**config.mk**
```make
export PLATFORM = sky130hd
export DESIGN_NAME = div_iter_flat
export DESIGN_NICKNAME = d
export VERILOG_FILES = /design/src/rtl/div_iter_if.sv /design/src/rtl/div_iter.sv /design/src/flat_wrapper.sv
export SDC_FILE = /design/constraint.sdc
export NUM_CORES = 1
export LEC_CHECK = 0
export ABC_CLOCK_PERIOD_IN_PS = 6500
export BUFFER_PORTS_ARGS = -buffer_cell sky130_fd_sc_hd__buf_2
export CAP_MARGIN = 20
export CORE_UTILIZATION = 45
export DETAILED_ROUTE_END_ITERATION = 10
export HOLD_SLACK_MARGIN = 0.02
export SYNTH_ARGS = -nofsm -noshare
export SYNTH_HDL_FRONTEND = slang
export SYNTH_SLANG_ARGS = --single-unit
```
**constraint.sdc**
```tcl
create_clock -name clk -period 6.5 [get_ports clk]
set_clock_uncertainty 0.2 [all_clocks]
set_input_delay 1.3 -clock clk [delete_from_list [all_inputs] [get_ports clk]]
set_output_delay 1.3 -clock clk [all_outputs]
set_load 0.01 [all_outputs]
```
**src/rtl/div_iter_if.sv**
```systemverilog
// Operand/result bundle between the execute-stage datapath and the iterative divider.
// The datapath is the master; the divider is the slave.
interface div_iter_if #(
    parameter int WIDTH = 32
);
    logic [WIDTH-1:0]   a;
    logic [WIDTH-1:0]   b;
    logic               signed_div;
    logic               start;
    logic               annul;
    logic [2*WIDTH-1:0] result_o;
    logic               ready_o;
    logic               stall_div;

    modport master (
        output a, b, signed_div, start, annul,
        input  result_o, ready_o, stall_div
    );

    modport slave (
        input  a, b, signed_div, start, annul,
        output result_o, ready_o, stall_div
    );
endinterface

```
**src/rtl/div_iter.sv**
```systemverilog
// Iterative radix-2 restoring divider for DIV/DIVU; stalls E for the whole operation
// and presents {remainder, quotient} for HI/LO with a one-cycle ready pulse.
module div_iter #(
    parameter int WIDTH = 32
) (
    input  logic      clk,
    input  logic      rst,
    div_iter_if.slave bus
);
    localparam int CW = $clog2(WIDTH) + 1;

    typedef enum logic [1:0] {IDLE, BUSY, DONE} divState_t;

    divState_t        state;
    logic [CW-1:0]    count;
    logic [WIDTH-1:0] rem;
    logic [WIDTH-1:0] quo;
    logic [WIDTH-1:0] divisor;
    logic             signQ;
    logic             signR;
    logic             zeroDiv;

    logic             accept;
    logic             lastStep;
    logic [WIDTH-1:0] magA;
    logic [WIDTH-1:0] magB;
    logic [WIDTH:0]   shifted;
    logic             fits;
    logic [WIDTH-1:0] nextRem;
    logic [WIDTH-1:0] nextQuo;
    logic [WIDTH-1:0] fixRem;
    logic [WIDTH-1:0] fixQuo;

    assign accept        = (state == IDLE) && bus.start && !bus.annul;
    assign lastStep      = (count == CW'(WIDTH - 1));
    assign bus.stall_div = accept || (state == BUSY);

    // Magnitudes: the most negative value maps onto itself, which is exactly
    // its unsigned magnitude, so overflow falls out of the algorithm.
    assign magA = (bus.signed_div && bus.a[WIDTH-1]) ? -bus.a : bus.a;
    assign magB = (bus.signed_div && bus.b[WIDTH-1]) ? -bus.b : bus.b;

    // One restoring step. The shifted partial remainder needs an extra bit since
    // it can reach 2*divisor-1. With a zero divisor the remainder ends up as |a|,
    // so the sign fix restores the original dividend; only the quotient is forced.
    always_comb begin
        shifted = {rem, quo[WIDTH-1]};
        fits    = (shifted >= {1'b0, divisor});
        nextRem = shifted[WIDTH-1:0];
        nextQuo = {quo[WIDTH-2:0], 1'b0};
        if (fits) begin
            nextRem = WIDTH'(shifted - {1'b0, divisor});
            nextQuo = {quo[WIDTH-2:0], 1'b1};
        end
        fixRem = signR ? -nextRem : nextRem;
        fixQuo = zeroDiv ? {WIDTH{1'b1}} : (signQ ? -nextQuo : nextQuo);
    end

    always_ff @(posedge clk) begin
        if (rst) begin
            state        <= IDLE;
            count        <= '0;
            rem          <= '0;
            quo          <= '0;
            divisor      <= '0;
            signQ        <= 1'b0;
            signR        <= 1'b0;
            zeroDiv      <= 1'b0;
            bus.result_o <= '0;
            bus.ready_o  <= 1'b0;
        end else begin
            case (state)
                IDLE: begin
                    bus.ready_o <= 1'b0;
                    if (accept) begin
                        rem     <= '0;
                        quo     <= magA;
                        divisor <= magB;
                        signQ   <= bus.signed_div & (bus.a[WIDTH-1] ^ bus.b[WIDTH-1]);
                        signR   <= bus.signed_div & bus.a[WIDTH-1];
                        zeroDiv <= (bus.b == '0);
                        count   <= '0;
                        state   <= BUSY;
                    end
                end
                BUSY: begin
                    if (bus.annul) begin
                        state <= IDLE;
                    end else begin
                        rem   <= nextRem;
                        quo   <= nextQuo;
                        count <= count + CW'(1);
                        if (lastStep) begin
                            bus.result_o <= {fixRem, fixQuo};
                            bus.ready_o  <= 1'b1;
                            state        <= DONE;
                        end
                    end
                end
                DONE: begin
                    bus.ready_o <= 1'b0;
                    state       <= IDLE;
                end
                default: begin
                    bus.ready_o <= 1'b0;
                    state       <= IDLE;
                end
            endcase
        end
    end
endmodule

```
**src/flat_wrapper.sv**
```systemverilog
// flat-port wrapper written by rule: the top's interface ports become plain ports
module div_iter_flat 
#(
    parameter int WIDTH = 32
)
  (clk, rst, bus_a, bus_b, bus_signed_div, bus_start, bus_annul, bus_result_o, bus_ready_o, bus_stall_div);
  div_iter_if #(.WIDTH(WIDTH)) bus_i ();
  input  logic clk;
  input  logic rst;
  input wire logic [$bits(bus_i.a)-1:0] bus_a;
  input wire logic [$bits(bus_i.b)-1:0] bus_b;
  input wire logic [$bits(bus_i.signed_div)-1:0] bus_signed_div;
  input wire logic [$bits(bus_i.start)-1:0] bus_start;
  input wire logic [$bits(bus_i.annul)-1:0] bus_annul;
  output wire logic [$bits(bus_i.result_o)-1:0] bus_result_o;
  output wire logic [$bits(bus_i.ready_o)-1:0] bus_ready_o;
  output wire logic [$bits(bus_i.stall_div)-1:0] bus_stall_div;
  assign bus_i.a = bus_a;
  assign bus_i.b = bus_b;
  assign bus_i.signed_div = bus_signed_div;
  assign bus_i.start = bus_start;
  assign bus_i.annul = bus_annul;
  assign bus_result_o = bus_i.result_o;
  assign bus_ready_o = bus_i.ready_o;
  assign bus_stall_div = bus_i.stall_div;
  div_iter #(.WIDTH(WIDTH)) u_core (.clk(clk), .rst(rst), .bus(bus_i));
endmodule
```
==> results.py <==
metrics = {
    "worst_setup_path": {
        "worst_setup_path_end_kind": "register",
        "r2r_cells": 17,
        "crit_fanout": 8,
        "worstReg2RegEnd": "u_core.bus.result_o[58]$_SDFFE_PP0P_",
        "crit_start": "u_core.rem[9]$_SDFFE_PP0P_",
        "worstPathRequired_ns": 6.67,
        "crit_path_start_kind": "register",
        "path_class": "reg -> reg",
        "worstPathArrival_ns": 5.39,
        "reg2reg_slack_ns": 1.28,
        "cp-endpoint": "u_core.bus.result_o[58]$_SDFFE_PP0P_",
        "r2r-start": "u_core.rem[9]$_SDFFE_PP0P_",
    },
    "global_routing": {
        "top_usage_layer": "met2",
        "grt_antenna_before_repair": 1,
        "use_met3_pct": 4.72,
        "grt_max_degree": 81,
        "track_usage_pct": 29.7,
        "met2_usage_pct": 44.5,
        "grtUsageMet1_pct": 43.1,
        "grt-ovfl-total": 0,
        "grt_pass1_vias": 10751,
        "grt_pass1_wl_mm": 60.9,
    },
    "place": {
        "dp_hpwl_mm": 30.0,
        "io_buffers": 134,
        "dp.cells": 1966,
        "post-place-ws_ns": 1.39,
        "routabilityCongestion": 0.943,
    },
    "sta": {
        "worst-slew-pin-transition_ns": 0.928,
        "slew-limit-headroom_pct": 38.0,
        "min_period_ns": 5.22,
        "period_share_pct": 80.3,
        "slew_violations": 0,
        "rsz0062_at_grt": "false",
        "setup_slack_ns": 1.28,
        "max_freq_mhz": 192,
        "hold_viol_final": 0,
        "tns_ns": 0,
        "finalSetupViolations": 0,
    },
    "cells_and_area": {
        "fill_cells": 2569,
        "stdcell_count": 1997,
        "num_antenna_cells": 0,
        "final_common_cell": "nor2_1",
        "area_growth_pct": 12.5,
        "final_layout_size_suffix_gt1_share_pct": 12.5,
        "seq_area_um2": 3440,
        "final_core_util_pct": 52.0,
        "layout_common_cells": "nor2_1 (207), nand2_1 (194), dfxtp_1 (172)",
        "nNetsFinal": 1762,
        "multi_input_area_um2": 7660,
    },
    "cts": {
        "tritoncts": "done",
        "cts_resized": 0,
        "ctsRootBufferMaster": "clkbuf_16",
        "clk_latency_ns": 0.44,
        "cts_max_level": 4,
        "clock_sinks": 172,
        "postCtsSetupRepairBufs": 0,
        "clk_pin_slew_ns": 0.07,
        "cts_max_path_buffers": 2,
        "postCtsHoldBufs": 0,
        "cts_buffers": 17,
    },
    "pwr": {
        "irDropWorstVdd_v": 0.000138,
        "power.density_nw_per_um2": 221,
        "leakage_uw": 0.00525,
    },
    "floorplan": {
        "die_h_um": 163,
        "coreArea_um2": 25300,
        "start_util_pct": 46.2,
        "ios": 135,
        "die_x_um": 163,
        "dieArea_um2": 26700,
        "placementRows": 58,
    },
    "route": {
        "drtAntennaViolNets": 0,
        "viasPerCell": 6.00,
        "vias": 11986,
        "drt-initial-drc-count": 1086,
        "drc_errors": 0,
        "drt_pass1_iterations": 5,
        "wirelength_mm": 39.5,
        "wl_per_cell_um": 19.8,
    },
    "yosys": {
        "yosys_warnings": 0,
        "synth_area_um2": 11700,
        "synthTopCellsByArea": "dfxtp_1 (29%), nor2_1 (6.7%), nand2_1 (6.2%), a21oi_1 (5.3%), xnor2_1 (4.7%)",
        "synthMuxAreaShare_pct": 1.68,
        "ys_ff_latch": 172,
        "async_flop_share_pct": 0,
        "yosysTopAreaCell": "dfxtp_1",
        "synth_top_area_share_pct": 29.4,
        "synth-edff-count": 0,
        "yosys.area_share.simple_pct": 24.1,
        "synthCells": 1589,
        "syn_area_per_cell_um2": 7.36,
        "synth_adder_area_share_pct": 4.13,
        "synth_compound_area_share_pct": 26.1,
        "synth_cell_type_count": 69,
        "synth_top_family_by_area": "compound AO/OA/AOI/OAI gates",
        "synth_nets": 1696,
        "synthXorXnorAreaFrac_pct": 9.21,
        "yosysSeqAreaShare_pct": 29.4,
        "synth-main-ff-cell": "dfxtp_1",
    },
    "flow_run": {
        "cap_viol_max_count": 0,
    },
    "outcome": {
        "status": "finished, final reports clean",
    },
    "min_path": {
        "hold_class": "reg -> reg",
    },
}
==> report_power, final <==
group          internal, µW  leakage (µW)  switching (µW)
sequential             1080       0.00139            34.5
combinational           238       0.00356             459
clock                   615      0.000294             476
total                  1930       0.00525             970
==> Yosys cell counts (all sizes together) (29+ instances only) <==
cell type / number
nor2: 210
nand2: 194
dfxtp: 172
a21oi: 125
clkbuf: 88
o21ai: 75
a211oi: 67
xnor2: 63
inv: 60
xor2: 60
a22oi: 55
nor3: 47
ha: 37
nand3: 29
==> area by class of cell <==
type                            instances  share of cell area [%]
Tap cell                              330                    3.14
Clock inverter                         13                    1.38
Multi-Input combinational cell       1253                    58.2
Inverter                               60                    1.71
Clock buffer                           18                    3.26
Sequential cell                       172                    26.1
Timing Repair Buffer                  151                    6.18
==> through the flow <==
stage                     cell area [µm²]  total power, µW  hold slack (ns)
final                               13200             2900            0.245
after CTS                           13200             2910            0.250
after global placement              12600             1820            0.235
after floorplan                     11700             1610            0.232
after detailed placement            12600             1820            0.241
after global routing                13200             3040            0.269
==> per-layer routing <==
layer / vias to the layer above / share of wire [%] / wire (µm)
met2: 420 / 44 / 17200
met4: 0 / 2.2 / 885
met3: 61 / 6.9 / 2710
li1: 5880 / - / -
met1: 5625 / 47 / 18700
met5: - / 0 / 0
==> worst max-delay path, stage by stage (launching register included) <==
cell and delay (ns):
dfxtp_1 0.44, ha_1 0.36, a21oi_1 0.34, o21ai_0 0.20
a21oi_1 0.24, o211ai_1 0.18, o2bb2ai_1 0.18, or2_2 0.34
mux2i_1 0.26, ha_1 0.24, nand2_1 0.07, nor3_1 0.26
nand2_1 0.19, nor4_1 0.35, a31oi_1 0.21, or4_1 0.56
or3_1 0.40, a31oi_1 0.12
==> worst min path at each step <==
stage,start,endpoint,slack (ns),depth (start not counted)
2_1_floorplan,u_core.divisor[18]$_SDFFE_PP0P_,u_core.divisor[18]$_SDFFE_PP0P_,0.23,2
3_3_place_gp,u_core.bus.result_o[51]$_SDFFE_PP0P_,u_core.bus.result_o[51]$_SDFFE_PP0P_,0.24,2
3_5_place_dp,u_core.bus.result_o[51]$_SDFFE_PP0P_,u_core.bus.result_o[51]$_SDFFE_PP0P_,0.24,2
4_1_cts,u_core.bus.result_o[51]$_SDFFE_PP0P_,u_core.bus.result_o[51]$_SDFFE_PP0P_,0.25,2
5_1_grt,u_core.bus.result_o[54]$_SDFFE_PP0P_,u_core.bus.result_o[54]$_SDFFE_PP0P_,0.27,2
6_report,u_core.bus.result_o[51]$_SDFFE_PP0P_,u_core.bus.result_o[51]$_SDFFE_PP0P_,0.25,2
==> kinds of logic after synthesis <==
kind of cell / count (synthesis)
flops: 172
xor+xnor: 123
buf+inv: 164
mux: 19
fa+ha+maj: 38
compound gates: 463
simple gates: 610
==> sequential cells by signal, indices dropped and copies added (netlist names) <==
| name | count |
|---|---|
| u_core.rem | 32 |
| u_core.divisor | 32 |
| u_core.state | 2 |
| u_core.signR | 1 |
| u_core.quo | 32 |
| u_core.count | 6 |
| u_core.bus.ready_o | 1 |
| u_core.zeroDiv | 1 |
| u_core.bus.result_o | 64 |
| u_core.signQ | 1 |
Power figures use the tool's default switching activity.
